File: config.mk
export PLATFORM = sky130hd
export DESIGN_NAME = fetch_unit_flat
export DESIGN_NICKNAME = d
export VERILOG_FILES = /design/src/rtl/fetch_unit_if.sv /design/src/rtl/fetch_unit.sv /design/src/flat_wrapper.sv
export SDC_FILE = /design/constraint.sdc
export NUM_CORES = 1
export LEC_CHECK = 0
export CAP_MARGIN = 10
export CORE_UTILIZATION = 50
export DETAILED_ROUTE_END_ITERATION = 6
export DONT_BUFFER_PORTS = 1
export PLACE_DENSITY = 0.73
export SLEW_MARGIN = 10
export SYNTH_ARGS = -nofsm -noshare
export SYNTH_HDL_FRONTEND = slang
export SYNTH_SLANG_ARGS = --single-unit
File: constraint.sdc
create_clock -name clk -period 4.7 [get_ports clk]
set_input_delay 1.175 -clock clk [delete_from_list [all_inputs] [get_ports clk]]
set_output_delay 1.175 -clock clk [all_outputs]
set_load 0.02 [all_outputs]
File: src/rtl/fetch_unit_if.sv
// -----------------------------------------------------------------------------
// fetch_unit_if
// Instruction-memory read channel between the fetch unit and the memory.
//
// Signals:
//   imem_addr      byte address of the requested instruction (fetch -> mem)
//   imem_read      read request, high for the whole fetch    (fetch -> mem)
//   imem_rdata     instruction word                          (mem -> fetch)
//   imem_busywait  high while the read is not yet complete   (mem -> fetch)
//
// Modports:
//   master  used by the fetch unit
//   slave   used by the instruction memory (or its model)
// -----------------------------------------------------------------------------
interface fetch_unit_if;
    logic [31:0] imem_addr;
    logic        imem_read;
    logic [31:0] imem_rdata;
    logic        imem_busywait;

    modport master (
        output imem_addr,
        output imem_read,
        input  imem_rdata,
        input  imem_busywait
    );

    modport slave (
        input  imem_addr,
        input  imem_read,
        output imem_rdata,
        output imem_busywait
    );
endinterface

File: src/rtl/fetch_unit.sv
// -----------------------------------------------------------------------------
// fetch_unit
// Instruction fetch / program-counter sequencer. Alternates FETCH (read one
// word from instruction memory, waiting out busywait) and EXEC (present the
// latched instruction to decode/execute, then step or branch the PC). An
// undefined opcode (4'b1100-4'b1111) parks the unit in HALT until reset.
//
// Parameters:
//   RESET_PC        PC value loaded on reset
//
// Ports:
//   clk             system clock, rising-edge active
//   rst             asynchronous, active-high reset
//   imem_bus        instruction memory read channel (master side)
//   i_stall         downstream hold; freezes EXEC
//   i_braz          branch if ALU result zero
//   i_branz         branch if ALU result non-zero
//   i_braucond      unconditional branch
//   i_zero          ALU zero flag for the current instruction
//   o_instruction   latched current instruction
//   o_opcode        o_instruction[31:28]
//   o_instr_valid   instruction valid for decode/execute (EXEC only)
//   o_pc            address of the current instruction
//   o_illegal       sticky: an undefined opcode was executed
// -----------------------------------------------------------------------------
module fetch_unit #(
    parameter logic [31:0] RESET_PC = 32'h0000_0000
) (
    input  logic                clk,
    input  logic                rst,
    fetch_unit_if.master        imem_bus,
    input  logic                i_stall,
    input  logic                i_braz,
    input  logic                i_branz,
    input  logic                i_braucond,
    input  logic                i_zero,
    output logic [31:0]         o_instruction,
    output logic [3:0]          o_opcode,
    output logic                o_instr_valid,
    output logic [31:0]         o_pc,
    output logic                o_illegal
);

    typedef enum logic [1:0] {
        S_IDLE  = 2'd0,
        S_FETCH = 2'd1,
        S_EXEC  = 2'd2,
        S_HALT  = 2'd3
    } state_t;

    state_t      r_state;
    logic [31:0] r_pc;
    logic [31:0] r_instruction;
    logic        r_instr_valid;
    logic        r_imem_read;
    logic        r_illegal;

    logic        w_braz;
    logic        w_branz;
    logic        w_braucond;
    logic        w_zero;
    logic        w_taken;
    logic        w_illegal_op;
    logic [31:0] w_offset;
    logic [31:0] w_pc_seq;
    logic [31:0] w_pc_next;

    // NOTE: '=== 1'b1' makes an X/Z control behave as 0 in simulation; in
    // hardware it is an ordinary compare, so both views agree on 0/1 inputs.
    assign w_braz     = (i_braz     === 1'b1);
    assign w_branz    = (i_branz    === 1'b1);
    assign w_braucond = (i_braucond === 1'b1);
    assign w_zero     = (i_zero     === 1'b1);

    // All conditions are OR-ed; no branch input has priority over another.
    assign w_taken = w_braucond | (w_braz & w_zero) | (w_branz & ~w_zero);

    // Word offset in the low byte, sign-extended and scaled to bytes.
    assign w_offset  = {{22{r_instruction[7]}}, r_instruction[7:0], 2'b00};
    assign w_pc_seq  = r_pc + 32'd4;
    assign w_pc_next = w_taken ? (w_pc_seq + w_offset) : w_pc_seq;

    // Opcodes 4'b1100..4'b1111 are undefined.
    assign w_illegal_op = (r_instruction[31:30] == 2'b11);

    // NOTE: every register in this block uses non-blocking assignment so all
    // state updates see the pre-edge values, independent of statement order.
    always_ff @(posedge clk or posedge rst) begin
        if (rst) begin
            r_state       <= S_IDLE;
            r_pc          <= RESET_PC;
            r_instruction <= 32'h0000_0000;
            r_instr_valid <= 1'b0;
            r_imem_read   <= 1'b0;
            r_illegal     <= 1'b0;
        end else begin
            case (r_state)
                S_IDLE: begin
                    // Read request is registered, so it rises on the edge
                    // that enters FETCH.
                    r_state     <= S_FETCH;
                    r_imem_read <= 1'b1;
                end

                S_FETCH: begin
                    if (!imem_bus.imem_busywait) begin
                        r_instruction <= imem_bus.imem_rdata;
                        r_imem_read   <= 1'b0;
                        r_instr_valid <= 1'b1;
                        r_state       <= S_EXEC;
                    end
                end

                S_EXEC: begin
                    if (!i_stall) begin
                        r_instr_valid <= 1'b0;
                        if (w_illegal_op) begin
                            // PC stays on the offending instruction.
                            r_illegal <= 1'b1;
                            r_state   <= S_HALT;
                        end else begin
                            r_pc        <= w_pc_next;
                            r_imem_read <= 1'b1;
                            r_state     <= S_FETCH;
                        end
                    end
                end

                S_HALT: begin
                    // Terminal until reset; everything holds.
                    r_state <= S_HALT;
                end

                default: begin
                    r_state <= S_IDLE;
                end
            endcase
        end
    end

    assign imem_bus.imem_addr = r_pc;
    assign imem_bus.imem_read = r_imem_read;

    assign o_instruction = r_instruction;
    assign o_opcode      = r_instruction[31:28];
    assign o_instr_valid = r_instr_valid;
    assign o_pc          = r_pc;
    assign o_illegal     = r_illegal;

    // Fetch and execute phases never overlap.
    a_read_valid_exclusive : assert property (
        @(posedge clk) disable iff (rst) !(r_imem_read && r_instr_valid)
    );

endmodule

File: src/flat_wrapper.sv
// flat-port wrapper written by rule: the top's interface ports become plain ports
module fetch_unit_flat 
#(
    parameter logic [31:0] RESET_PC = 32'h0000_0000
)
  (clk, rst, i_stall, i_braz, i_branz, i_braucond, i_zero, o_instruction, o_opcode, o_instr_valid, o_pc, o_illegal, imem_bus_imem_addr, imem_bus_imem_read, imem_bus_imem_rdata, imem_bus_imem_busywait);
  fetch_unit_if imem_bus_i ();
  input  logic clk;
  input  logic rst;
  input  logic i_stall;
  input  logic i_braz;
  input  logic i_branz;
  input  logic i_braucond;
  input  logic i_zero;
  output logic [31:0] o_instruction;
  output logic [3:0] o_opcode;
  output logic o_instr_valid;
  output logic [31:0] o_pc;
  output logic o_illegal;
  output wire logic [$bits(imem_bus_i.imem_addr)-1:0] imem_bus_imem_addr;
  output wire logic [$bits(imem_bus_i.imem_read)-1:0] imem_bus_imem_read;
  input wire logic [$bits(imem_bus_i.imem_rdata)-1:0] imem_bus_imem_rdata;
  input wire logic [$bits(imem_bus_i.imem_busywait)-1:0] imem_bus_imem_busywait;
  assign imem_bus_imem_addr = imem_bus_i.imem_addr;
  assign imem_bus_imem_read = imem_bus_i.imem_read;
  assign imem_bus_i.imem_rdata = imem_bus_imem_rdata;
  assign imem_bus_i.imem_busywait = imem_bus_imem_busywait;
  fetch_unit #(.RESET_PC(RESET_PC)) u_core (.clk(clk), .rst(rst), .imem_bus(imem_bus_i), .i_stall(i_stall), .i_braz(i_braz), .i_branz(i_branz), .i_braucond(i_braucond), .i_zero(i_zero), .o_instruction(o_instruction), .o_opcode(o_opcode), .o_instr_valid(o_instr_valid), .o_pc(o_pc), .o_illegal(o_illegal));
endmodule
==> flow_metrics.env <==
export IMPL_end_kind="register"
export IMPL_dp_hpwl_microns=9810
export IMPL_synth_top_cell_by_area="dfrtp_1"
export IMPL_fmax_ghz=0.232
export IMPL_fin_hold_ws_ns=0.550
export IMPL_gp_congestion=0.975
export IMPL_die_w_microns=105
export IMPL_design_die_area_sq_um=11100
export IMPL_hold_buffers=0
export IMPL_clock_path_buffers=2
export IMPL_grt_pass1_wl_microns=22100
export IMPL_die_y_microns=105
export IMPL_synth_seq_area_share_pct=31.5
export IMPL_min_period_ns=4.31
export IMPL_worstSetupPathType="register to register"
export IMPL_relSlewSlack_pct=44.5
export IMPL_period_share_pct=91.7
export IMPL_via_per_inst=6.13
export IMPL_status="finished, final reports clean"
export IMPL_cts_setup_buffers=0
export IMPL_crit_path_cell_trace="ha_1 -> nand3_1 -> nor2_1 -> nand3_1 -> nor3_1 -> xor2_1 -> ha_1 -> nand2_1 -> or3_1 -> or3_1 -> o21ai_1 -> a221oi_2 -> or4_1 -> o2111ai_1 -> o211ai_1"
export IMPL_tritoncts="built"
export IMPL_htreeDepth=3
export IMPL_clk_pin_slew_ns=0.09
export IMPL_pin_count=143
export IMPL_tightest_slew_ns=0.832
export IMPL_cp_arrival_ns=4.54
export IMPL_crit_path_max_incr_delay_ns=0.48
export IMPL_drtAntennaViolNets=0
export IMPL_ys_ff_latch=67
export IMPL_fin_area_sq_um=5530
export IMPL_start_util_pct=51.5
export IMPL_clkSinkCount=67
export IMPL_io_buffers=0
export IMPL_ys_warn_count=0
export IMPL_rsz0062_at_grt="no"
export IMPL_power_density_nw_per_um2=933
export IMPL_wl_microns=13500
export IMPL_cts_root_buffer="clkbuf_8"
export IMPL_grt_overflow_total=0
export IMPL_num_nets_final=665
export IMPL_numCtsBuffers=9
export IMPL_placed_cells=712
export IMPL_slowest_stage="or4_1"
export IMPL_synth_top_area_share_pct=31.5
export IMPL_leakage_nw=2.47
export IMPL_postSynth_asyncResetShare_pct=100
export IMPL_vdd_ir_drop_max_mv=0.475
export IMPL_syn_area_per_cell_sq_um=8.75
export IMPL_placeableCoreArea_sq_um=10300
export IMPL_setup_ws_ns=0.388
export IMPL_track_usage_pct=25.4
export IMPL_drive_gt1_share_pct=14.2
export IMPL_yosysMostFrequentCell="dfrtp_1"
export IMPL_setup_violations=0
export IMPL_tns_ns=0
export IMPL_grt_pass1_vias=4451
export IMPL_grt_max_degree=36
export IMPL_synth_area_sq_um=5320
export IMPL_dr_pass1_iters=4
export IMPL_n_fill_cell=936
export IMPL_via_count=4462
export IMPL_final_instance_count_excl_fill=728
export IMPL_fin_skew_ns=0.0131
export IMPL_hold_class="register to register"
export IMPL_synth_area_leaders="dfrtp_1 32%, ha_1 8.7%, mux2_2 7.0%"
export IMPL_synth_cell_type_count=57
export IMPL_areaGrowthSynthToFinish_pct=4.00
export IMPL_pre_cts_ws_ns=0.456
export IMPL_critPathMaxFanout=6
export IMPL_hold_viol=0
export IMPL_ys_flop_type="dfrtp_1"
export IMPL_synthTopCellsByCount="67 x dfrtp_1, 56 x nor2_1, 50 x a21oi_1, 50 x nand2_1"
export IMPL_critPathLaunchType="register"
export IMPL_placed_area_sq_um=5330
export IMPL_antenna_found_initial=0
export IMPL_n_antenna_cell=0
export IMPL_fp_row_count=37
export IMPL_drc=0
export IMPL_critical_path_required_ns=4.93
export IMPL_clock_latency_ns=0.35
export IMPL_synth_edff_count=0
export IMPL_drt_iter0_drc=288
export IMPL_post_cts_resize_count=0
export IMPL_wl_per_cell_microns=18.6
export IMPL_max_cap_viol_count=0
export IMPL_netlist_instances=608
export IMPL_drv_slew=0
[per-stage QoR]
stage          total power [mW]  utilization [%]
5_1_grt                    5.59             53.6
3_3_place_gp               4.53             51.6
4_1_cts                    5.14             53.6
2_1_floorplan              4.09                -
3_5_place_dp               4.60             51.6
6_report                   5.16             53.6
[registers in the layout, summed over array words and instances, names as in the netlist]
register                   cells
u_core.imem_bus.imem_read      1
u_core.o_instruction          32
u_core.o_illegal               1
u_core.imem_bus.imem_addr     30
u_core.o_instr_valid           1
u_core.r_state                 2
[worst max-delay path, delay by kind of cell, from the launching register on]
family / cells / cell delay [ns]
AO/OA/AOI/OAI: 4 / 0.66
XOR/XNOR: 1 / 0.12
adder cells (fa/ha/maj): 2 / 0.68
flip-flops: 1 / 0.41
AND/OR/NAND/NOR: 8 / 2.33
[where the power goes]
group	internal (mW)	switching [mW]	total (mW)	leakage, nW
clock network	0.253	0.266	0.519	0.101
registers	0.847	0.676	1.52	0.794
logic	1.32	1.79	3.12	1.58
[layout make-up]
cell class                      instances  area (sq um)  area share [%]
Tap cell                              136           170            3.08
Inverter                               12          45.0           0.814
Timing Repair Buffer                   26           195            3.53
Multi-Input combinational cell        471          3240            58.6
Clock inverter                          7          81.3            1.47
Clock buffer                            9           124            2.24
Sequential cell                        67          1680            30.3
[logic make-up (layout without fill, tap and decap cells)]
group                    after synthesis  in the layout  share of synthesized area (%)
other                                  1              4                         0.0705
adder cells (fa/ha/maj)               38             38                           9.08
buffers and inverters                 73             54                           8.12
AND/OR/NAND/NOR                      178            178                           16.0
XOR/XNOR                              52             52                           8.56
multiplexers                          33             33                           6.99
AO/OA/AOI/OAI                        166            166                           19.7
flip-flops                            67             67                           31.5
[layer usage]
| layer | wire (microns) | GRT usage (%) | vias to the layer above |
|---|---|---|---|
| li1 | - | - | 2113 |
| met1 | 5760 | 31.4 | 2111 |
| met2 | 6320 | 41.1 | 217 |
| met3 | 1240 | 8.73 | 21 |
| met4 | 218 | 8.75 | 0 |
| met5 | 0 | 0 | - |
[worst paths after layout]
check,start,slack (ns),endpoint,cells past startpoint
worst max-delay path,u_core.imem_bus.imem_addr[2]$_DFFE_PP0P_,0.39,u_core.imem_bus.imem_addr[31]$_DFFE_PP0P_,15
worst min-delay path,u_core.r_state[0]$_DFFE_PP0P_,0.55,u_core.imem_bus.imem_read$_DFFE_PP0P_,1
worst max register to register,u_core.imem_bus.imem_addr[2]$_DFFE_PP0P_,0.39,u_core.imem_bus.imem_addr[31]$_DFFE_PP0P_,15
worst min register to register,u_core.r_state[0]$_DFFE_PP0P_,0.55,u_core.imem_bus.imem_read$_DFFE_PP0P_,1
max in group asynchronous,rst,2.97,u_core.imem_bus.imem_addr[3]$_DFFE_PP0P_,2
min in group asynchronous,rst,0.83,u_core.imem_bus.imem_addr[30]$_DFFE_PP0P_,1
[placed cells by master (no fill, tap or decap), drive strengths merged, types with 2 or more instances in the layout]
cell type / netlist / routed
a2111oi: 2 / 2
a211o: 2 / 2
a211oi: 3 / 3
a21boi: 2 / 2
a21o: 26 / 26
a21oi: 50 / 50
a221o: 4 / 4
a221oi: 2 / 2
a22oi: 4 / 4
a31oi: 4 / 4
and3: 6 / 6
and4: 2 / 2
buf: 43 / 26
clkbuf: 18 / 9
clkinv: 0 / 2
conb: 1 / 4
dfrtp: 67 / 67
ha: 37 / 37
inv: 12 / 15
mux2: 33 / 33
nand2: 50 / 50
nand3: 26 / 26
nand4: 8 / 8
nor2: 58 / 58
nor3: 12 / 12
nor3b: 2 / 2
nor4: 2 / 2
o211ai: 5 / 5
o21a: 2 / 2
o21ai: 40 / 40
o21bai: 4 / 4
o22ai: 6 / 6
o31ai: 2 / 2
or2: 2 / 2
or3: 3 / 3
or4: 2 / 2
xnor2: 22 / 22
xor2: 30 / 30
No activity file was read; power rests on OpenSTA's default activity.
==> patch (config.mk and constraints unchanged) <==
Reset style: synchronous (`rst`), changed in one clocked block. Comments in the files are not updated.
--- a/src/rtl/fetch_unit.sv
+++ b/src/rtl/fetch_unit.sv
@@ -86,5 +86,5 @@
     // NOTE: every register in this block uses non-blocking assignment so all
     // state updates see the pre-edge values, independent of statement order.
-    always_ff @(posedge clk or posedge rst) begin
+    always_ff @(posedge clk) begin
         if (rst) begin
             r_state       <= S_IDLE;
Check against the original RTL: differs if rst is asserted again (counterexample within 4 cycles, from zero or initial values and one cycle with rst high); with rst held inactive, the same outputs for 10 cycles.
==> patch against the original RTL <==
Sequential cell count unchanged; area after synthesis decreased by 2.6%; maximum frequency is 2.1% higher; worst setup slack improved by 0.087 ns; cell area decreased by 4.3%; synthesized cell count rose by 14%; routed wire length is 3.4% higher; global-route usage increased by 0.68 points.
Power is left out: it rests on default switching activity, and per cell area and clock period it moved more than threefold.
==> patch: results (changes against the original RTL) <==
- Quantity of gates resized following cts: 0 (unchanged)
- HP Class: reg -> reg
- Count of TritonRoute iterations in the first routing pass: 5 (+1)
- The number of filler instances in the final layout is 994 (+6.2%).
- The final setup violation count is 0 (unchanged).
- Cell at the root of the clock tree: sky130_fd_sc_hd__clkbuf_8
- The buffer depth of the longest clock path came to 2 (unchanged).
- The remaining routing DRC violations came to 0 (unchanged).
* Arrival time at the worst endpoint: 4.49 ns (-0.05 ns)
- The number of DRC markers after the initial detailed-route iteration is 354 (+23%).
* Seq/Total Area, Yosys: 0.259 (-0.0562)
- Total number of vias: 4,893 (+9.7%)
- Largest net degree at the start of global routing: 73 (+100%)
- Share of synthesized registers carrying an async set or reset: 0 (-1.00)
* Met2 track demand over resource in global routing: 0.433 (+0.0223)
- H-tree lvl count: 3 (unchanged)
* Final weighted congestion in routability-driven placement: 0.967 (-0.83%)
- Aggregate global-route resource usage: 0.261 (+0.00679)
- Most used flip-flop cell after synthesis: sky130_fd_sc_hd__dfxtp_1
* Share of cells above drive strength 1: 0.0714 (-0.0705)
* Crit-path max cell delay: 0.64 ns (+0.16 ns)
* Number of port buffers: 0 (unchanged)
* Critical Path Slowest Stage Cell: sky130_fd_sc_hd__dfxtp_1
* Fraction of met3 tracks used by global routing: 0.0705 (-0.0169)
* Antenna diodes: 0 (unchanged)
- Largest register FFs: 32 (unchanged)
- Post-Route M1 WL: 6050 um (+5.1%)
* Grt met1 use: 0.324 (+0.00972)
- After synthesis, the most frequently instantiated cells are sky130_fd_sc_hd__nand2_1 (118), sky130_fd_sc_hd__a21oi_1 (84), sky130_fd_sc_hd__dfxtp_1 (67).
* Clock insertion delay at the later pin of the skew report: 0.37 ns (+0.02 ns)
- The clock skew came to 0.0115 ns (-0.00162 ns).
- Leading post-synthesis cells by cell area: sky130_fd_sc_hd__dfxtp_1 (26%), sky130_fd_sc_hd__ha_1 (8.9%), sky130_fd_sc_hd__nand2_1 (8.6%)
- Run status: finished, final reports clean
* Actual transition at the worst max-transition pin: 0.826 ns (-0.00598 ns)
- Wire length of the first global-routing pass: 22,700 um (+3.0%)
* Met3 wirelength from detailed routing: 1080 um (-13%)
- The largest fanout on the critical path is 8 (+2).
- Routed length per placed instance: 17.7 um (-4.9%)
- Number of clock buffers inserted by TritonCTS: 9 (unchanged)
- The post-synthesis cell type count was 64 (+12%).
- Final #Nets: 731 (+9.9%)
* DR WL met2: 6520 um (+3.1%)
- The highest layer touched by signal routing is met4.
- The clock-pin slew of the registers on the worst-case setup and hold paths came to 0.09 ns (about the same).
* Count of buffers added by post-CTS timing repair for setup: 0 (unchanged)
* Estimated wirelength of the detail-placed design: 9910 um (+1.0%)
- Initial antenna violation count: 0 (unchanged)
* Number of global-route vias before repair: 4,538 (+2.0%)
- Largest delay contributor family on the critical path: simple AND/OR/NAND/NOR gates
## patch: cell families after synthesis
family          Yosys count  share of synthesized area
xor+xnor                 45                     0.0761
flops                    67                      0.259
buf+inv                  83                     0.0889
other cells               1                   0.000724
compound gates          197                      0.242
simple gates            260                      0.238
fa+ha+maj                38                     0.0933
mux                       1                    0.00193
## patch: tightest hold or removal path, delay by kind of cell (launching register included)
kind,cells,cell delay (ns)
and+or+nand+nor,1,0.08
AOI/OAI and AO/OA,1,0.06
DFF,1,0.38
## patch: per-stage QoR
stage | hold WS (ns) | instance area, um2 | setup WS, ns | instances | util
3_5_place_dp | 0.545 | 5090 | 0.644 | 775 | 0.513
6_report | 0.555 | 5290 | 0.475 | 791 | 0.534
3_3_place_gp | 0.518 | 5090 | 0.721 | 775 | 0.513
2_1_floorplan | 0.509 | 5190 | 1.30 | 695 | -
5_1_grt | 0.578 | 5290 | 0.208 | 791 | 0.534
4_1_cts | 0.556 | 5290 | 0.578 | 791 | 0.534
## patch: path summary, 6_finish.rpt
check	startpoint	to	slack [ns]	cells past startpoint
setup / recovery	u_core.imem_bus.imem_addr[7]	u_core.imem_bus.imem_addr[25]	0.48	14
hold / removal	u_core.o_instruction[22]	u_core.o_instruction[22]	0.56	2
setup reg to reg	u_core.imem_bus.imem_addr[7]	u_core.imem_bus.imem_addr[25]	0.48	14
hold reg to reg	u_core.o_instruction[22]	u_core.o_instruction[22]	0.56	2
## patch: area by class of cell
type                            instances  area share
Clock buffer                            9      0.0234
Sequential cell                        67       0.253
Multi-Input combinational cell        545       0.644
Tap cell                              133      0.0314
Timing Repair Buffer                   16      0.0227
Inverter                               14     0.00993
Clock inverter                          7      0.0154
